## config.mk

```make
export PLATFORM = sky130hd
export DESIGN_NAME = keccak_arbiter
export DESIGN_NICKNAME = d
export VERILOG_FILES = /design/src/rtl/keccak_arbiter.sv
export SDC_FILE = /design/constraint.sdc
export NUM_CORES = 1
export LEC_CHECK = 0
export CORE_AREA = 4 4 479 481
export DETAILED_ROUTE_END_ITERATION = 10
export DIE_AREA = 0 0 483 485
export PLACE_DENSITY = 0.3
export SLEW_MARGIN = 20
export SYNTH_ARGS = -nofsm -noshare
export SYNTH_HDL_FRONTEND = slang
export SYNTH_SLANG_ARGS = --single-unit
```

## constraint.sdc

```tcl
create_clock -name clk -period 19.55 [get_ports clk]
set_clock_uncertainty 0.15 [all_clocks]
set_input_delay 2.9325 -clock clk [delete_from_list [all_inputs] [get_ports clk]]
set_output_delay 2.9325 -clock clk [all_outputs]
set_load 0.02 [all_outputs]
```

## src/rtl/keccak_arbiter.sv

```systemverilog
// Round-robin arbiter that shares one keccak core between NREQ requesters.
// Routes the winner's operand memory to the core and returns its digest.
module keccak_arbiter #(
  parameter int NREQ  = 2,
  parameter int WIDTH = 64,
  parameter int AW    = 4,
  parameter int TMO   = 4096
) (
  input  logic                  clk,
  input  logic                  rst_b,
  input  logic [NREQ-1:0]       req,
  input  logic [NREQ*WIDTH-1:0] req_mem_din,
  output logic [AW-1:0]         req_mem_addr,
  output logic [NREQ-1:0]       req_mem_en,
  output logic [NREQ-1:0]       gnt,
  output logic [NREQ-1:0]       done,
  output logic                  err,
  output logic [511:0]          digest,
  output logic                  core_in_ready,
  output logic [WIDTH-1:0]      core_mem_din,
  input  logic [AW-1:0]         core_mem_addr,
  input  logic [511:0]          core_out,
  input  logic                  core_out_ready
);

  localparam int IW = (NREQ > 1) ? $clog2(NREQ) : 1;
  localparam int WW = $clog2(TMO);
  localparam logic [NREQ-1:0] ONE = NREQ'(1);
  localparam logic [WW-1:0] WD_MAX = WW'(TMO - 1);

  typedef enum logic [1:0] {
    S_IDLE,
    S_START,
    S_BUSY,
    S_DONE
  } state_t;

  state_t          state_q;
  logic [IW-1:0]   last_q;
  logic [NREQ-1:0] gnt_q;
  logic [NREQ-1:0] done_q;
  logic            err_q;
  logic [511:0]    digest_q;
  logic            start_q;
  logic [WW-1:0]   wdog_q;

  logic            pick_vld;
  logic [IW-1:0]   pick_idx;

  // Search starts just after the previous winner, so it has lowest priority.
  always_comb begin
    int cand;
    pick_vld = 1'b0;
    pick_idx = last_q;
    for (int k = 1; k <= NREQ; k++) begin
      cand = (int'(last_q) + k) % NREQ;
      if (!pick_vld && req[IW'(cand)]) begin
        pick_vld = 1'b1;
        pick_idx = IW'(cand);
      end
    end
  end

  always_ff @(posedge clk or posedge rst_b) begin
    if (rst_b) begin
      state_q  <= S_IDLE;
      last_q   <= IW'(NREQ - 1);
      gnt_q    <= '0;
      done_q   <= '0;
      err_q    <= 1'b0;
      digest_q <= '0;
      start_q  <= 1'b0;
      wdog_q   <= '0;
    end else begin
      done_q  <= '0;
      start_q <= 1'b0;
      unique case (state_q)
        S_IDLE: begin
          if (pick_vld) begin
            gnt_q   <= ONE << pick_idx;
            last_q  <= pick_idx;
            start_q <= 1'b1;
            state_q <= S_START;
          end
        end
        S_START: begin
          wdog_q  <= '0;
          state_q <= S_BUSY;
        end
        S_BUSY: begin
          if (core_out_ready) begin
            digest_q <= core_out;
            err_q    <= 1'b0;
            done_q   <= gnt_q;
            state_q  <= S_DONE;
          end else if (wdog_q == WD_MAX) begin
            err_q   <= 1'b1;
            done_q  <= gnt_q;
            state_q <= S_DONE;
          end else begin
            wdog_q <= wdog_q + WW'(1);
          end
        end
        S_DONE: begin
          gnt_q   <= '0;
          state_q <= S_IDLE;
        end
        default: state_q <= S_IDLE;
      endcase
    end
  end

  always_comb begin
    core_mem_din = '0;
    for (int i = 0; i < NREQ; i++) begin
      if (gnt_q[i]) core_mem_din |= req_mem_din[i*WIDTH +: WIDTH];
    end
  end

  assign req_mem_addr  = core_mem_addr;
  assign req_mem_en    = gnt_q;
  assign gnt           = gnt_q;
  assign done          = done_q;
  assign err           = err_q;
  assign digest        = digest_q;
  assign core_in_ready = start_q;

endmodule

```

=== Word level (Yosys, flattened, before mapping) ===
Cells that the tools add are included.

* $add $sub $neg: 3
* Magnitude comparators: 2
* Equality and inequality tests: 8
* Shift-type cells: 1
* Mux-type cells: 26
* Bitwise logic cells: 1
* Reductions and logical operators: 12

{| class="wikitable"
|+ Operator list
! cell !! number
|-
| $mux 64 || 2
|-
| $or 64x64->64 || 1
|-
| $mux 12 || 2
|-
| $pmux 12 s2 || 1
|-
| $mux 2 || 7
|-
| $add 12x1->12 const B || 1
|-
| $eq 12x12->1 const B || 1
|-
| $mux 1 || 12
|-
| $reduce_and 2->1 || 5
|-
| $pmux 2 s4 || 1
|-
| $lt 1x3->1 const B || 2
|-
| $ne 2x2->1 const B || 3
|-
| $reduce_bool 2->1 || 3
|-
| $eq 2x2->1 const B || 2
|-
| $pmux 2 s2 || 1
|-
| $ne 3x3->1 const B || 1
|-
| $reduce_and 3->1 || 1
|-
| $add 1x1->1 const B || 2
|-
| $eq 2x1->1 const B || 1
|-
| $logic_not 2->1 || 1
|-
| $shl 1x1->2 const A || 1
|-
| $logic_and 1x1->1 || 1
|-
| $logic_not 1->1 || 1
|}

* Bits in registers: 533
* Input port bits: 649
* Output and inout port bits: 588

=== Depth between registers and ports, before layout ===
* Depth in word-level cells: 11
* Gate-level depth with buffers: 8
* Gate-level depth less buffers: 6

=== Worst setup path after synthesis ===
No wires, ideal clock.

* Path kind: input-to-output
* From: input port req_mem_din[0]
* To: output port core_mem_din[0]
* Arrival time: 3.216 ns
* Required time: 16.468 ns
* Slack: 13.252 ns
* Stages on the path: 1
* Cell sequence: a22o_1

* Longest elaborated chain between the ends: 3

{| class="wikitable"
|+ RTL lines
! element !! line !! text
|-
| start, declared || 12 || <nowiki>input logic [NREQ*WIDTH-1:0] req_mem_din,</nowiki>
|-
| $mux 64 (*) || 116 || <nowiki>if (gnt_q[i]) core_mem_din |= req_mem_din[i*WIDTH +: WIDTH];</nowiki>
|-
| $or 64x64->64 || 116 ||
|-
| $mux 64 (*) || 116 ||
|-
| end, declared || 20 || <nowiki>output logic [WIDTH-1:0] core_mem_din,</nowiki>
|}

Every way passes the cells marked *; elsewhere a longest branch is shown, timed or not.

=== Worst setup path after layout ===
* From: input port req_mem_din[59]
* To: output port core_mem_din[59]

Same word-level chain as after synthesis.

==> results.py <==
metrics = {
    "routing": {
        "top_layer": "met5",
        "met2RoutedLength_um": 61200,
        "drc_errors": 0,
        "avgViaCountPerCell": 2.936,
        "wl_per_cell_um": 24.44,
        "ant_nets": 0,
        "first_iter_violations": 453,
        "wl_met1_um": 53800,
        "drt-pass1-iter-count": 6,
        "vias": 16440,
        "drt-total-wl_um": 136800,
        "route.met3.wl_um": 19040,
    },
    "grt": {
        "grt_max_degree": 93,
        "grt_usage_pct": 11.35,
        "overflow": 0,
        "grt_pass1_wl_um": 180500,
        "grt_pass1_vias": 17948,
        "antenna_found_initial": 57,
    },
    "yosys": {
        "synthMuxAreaShare_pct": 28.14,
        "async_flop_share_pct": 100.0,
        "yosysWarnings": 0,
        "synth_fa_ha_area_share_pct": 0.3637,
        "synth.avg_cell_area_um2": 16.14,
        "synth_fp_nets": 1934,
        "synth_top_area_cell": "dfrtp_1",
        "synthTopCellsByCount": "532 x dfrtp_1, 512 x mux2_2, 64 x a22o_1",
        "ys.flop_type": "dfrtp_1",
        "yosys.area.top_type_share_pct": 64.50,
        "synth-seq-cells": 533,
        "yosysMostFrequentCell": "dfrtp_1",
        "netlist_area_um2": 20640,
        "synth_xor_area_share_pct": 0.08487,
        "synthDistinctLibCells": 36,
        "synth_compound_area_share_pct": 3.547,
        "post_synth_and_or_nand_nor_area_fraction_pct": 1.018,
        "syn_inst": 1279,
        "synthTopCellsByArea": "dfrtp_1 65%, mux2_2 28%, a22o_1 2.7%",
        "synth_seq_area_share_pct": 64.63,
        "synth_edf_count": 0,
        "synth_top_family_by_area": "multiplexers",
    },
    "critical_path": {
        "end_kind": "primary output",
        "timing.rr.end": "digest[474]",
        "r2r_slack_ns": 14.07,
        "startpoint_type": "input pin",
        "path_class": "in2out",
        "reg2regPathDepth": 8,
        "critPathArrivalTime_ns": 4.54,
        "reg2reg_from": "state_q[0]",
        "crit_required_ns": 16.47,
        "worstPathMaxFanout": 1,
    },
    "pwr": {
        "switching_power_w": 0.002699,
        "p_per_area_nw_per_um2": 176.4,
        "vdd_ir_drop_max_uv": 74.70,
        "power_frac_clock_pct": 22.1,
        "total_power_w": 0.006910,
        "switching_share_pct": 39.07,
        "seqPwrFrac_pct": 28.7,
        "power_frac_comb_pct": 49.3,
        "p_leak_nw": 14.89,
        "internal-power_w": 0.004210,
    },
    "clocking": {
        "cts_resized": 0,
        "post_cts_buffers": 0,
        "root_buffer": "clkbuf_16",
        "cts_tree": "yes",
        "cts_hold_buf": 0,
        "clk_latency_ns": 0.69,
        "cts_buffer_depth": 3,
        "cts.reportedPaths.clkPinSlew_ns": 0.05,
        "cts.sinks": 533,
        "cts_buffers": 81,
        "htreeDepth": 3,
    },
    "die": {
        "die_area_um2": 234300,
        "die_y_um": 485,
        "start_util_pct": 9.186,
        "io_pins": 1237,
        "rows": 174,
        "coreArea_um2": 224700,
        "die_w_um": 483,
    },
    "run_status": {
        "status": "finished, final reports clean",
    },
    "flow_run": {
        "maxCapViolCount": 0,
    },
    "sta": {
        "rsz0062_at_grt": "no",
        "drv_slew": 0,
        "finalSetupViolations": 0,
        "hold_viol": 0,
        "fin_crit_sh_pct": 39.01,
        "tightest_slew_ns": 0.9776,
        "setup_tns_ns": 0,
        "finalCriticalPeriod_ns": 7.627,
        "fmaxAchievable_mhz": 131.1,
        "maxSlewHeadroom_pct": 34.82,
    },
    "final_layout": {
        "final_nets": 3185,
        "drive_above_1_share_pct": 25.54,
        "fin_util_pct": 17.43,
        "syn2layout_area_growth_pct": 89.75,
    },
    "placed_design": {
        "io_buffer_count": 1227,
        "post-dp-hpwl_um": 111900,
        "gp_congestion": 0.7778,
    },
    "min_path": {
        "hp-class": "reg2reg",
        "min_delay_worst_endpoint": "digest[473]",
        "min_from": "digest[473]",
        "holdPathStages": 1,
    },
}
[layout make-up]
type / count / area (um^2)
clock inverters: 20 / 289.0
repair buffers: 1248 / 12440
diodes: 11 / 27.53
flip-flops and latches: 533 / 13340
well taps: 2992 / 3744
inverters: 11 / 48.80
fillers: 24761 / 185500
clock buffers: 129 / 2429
multi-input cells: 655 / 6844
[critical path, cell delays in order]
cell,delay [ns]
clkdlybuf4s50_1,0.53
a22o_1,0.36
clkdlybuf4s50_1,0.71
[flip-flops by register name, indices dropped and copies added, names as in the netlist]
signal and count:
gnt 2, last_q 1, wdog_q 12, core_in_ready 1
digest 512, done 2, err 1, state_q 2
[placed cells by master, fill, tap and decap left out, drive strengths merged]
cell	Yosys	final
a21oi	5	5
a22o	64	64
a22oi	1	1
a31oi	7	7
a41oi	2	2
and2	1	1
and3	1	1
and4	1	1
buf	68	21
bufinv	0	4
clkbuf	12	129
clkdlybuf4s50	0	1227
clkinv	0	12
dfrtp	532	532
dfstp	1	1
diode	0	11
ha	6	6
inv	11	15
mux2	513	513
mux2i	3	3
nand2	14	14
nand2b	4	4
nand3	3	3
nand4	2	2
nor2	9	9
nor2b	2	2
nor4	2	2
o21ai	10	10
o31a	1	1
o31ai	1	1
o41a	1	1
xnor2	2	2
[power groups by stage]
stage          logic, W  registers [W]  clock network (W)
2_1_floorplan  0.000876        0.00262                  0
3_3_place_gp    0.00350        0.00198                  0
3_5_place_dp    0.00348        0.00200                  0
4_1_cts         0.00349        0.00199            0.00162
5_1_grt         0.00361        0.00206            0.00165
6_report        0.00340        0.00198            0.00153
[kinds of logic (layout without fill, tap and decap cells)]
kind of cell,count (synthesis),in the layout
DFF,533,533
other,0,11
buffers and inverters,91,1408
xor gates and xnor gates,2,2
AOI/OAI and AO/OA,92,92
muxes,516,516
adders and majority gates,6,6
and+or+nand+nor,39,39
[worst max path at each step]
| stage | startpoint | to | slack (ns) | depth (start not counted) |
|---|---|---|---|---|
| after floorplan | rst_b | core_in_ready | 1.57 | 1 |
| after global placement | core_out_ready | digest[477] | 11.33 | 7 |
| after detailed placement | core_out_ready | digest[471] | 11.33 | 7 |
| after CTS | req_mem_din[60] | core_mem_din[60] | 11.86 | 3 |
| after global routing | req_mem_din[124] | core_mem_din[60] | 11.90 | 3 |
| final | req_mem_din[59] | core_mem_din[59] | 11.92 | 3 |
[metrics by stage]
stage	setup slack (ns)	hold WS (ns)	std cells	instance area (um^2)
6_report	11.92	0.3526	5599	39160
5_1_grt	11.90	0.3559	5589	39140
4_1_cts	11.86	0.3509	5588	39140
3_5_place_dp	11.33	0.3363	5439	36420
3_3_place_gp	11.33	0.3387	5439	36420
2_1_floorplan	1.574	0.3023	1279	20640
[layer usage]
layer,up-vias,track usage [%]
li1,7159,-
met4,24,2.696
met5,-,0
met2,916,17.91
met1,8160,12.93
met3,181,7.014
(Power assumes the default switching activity.)
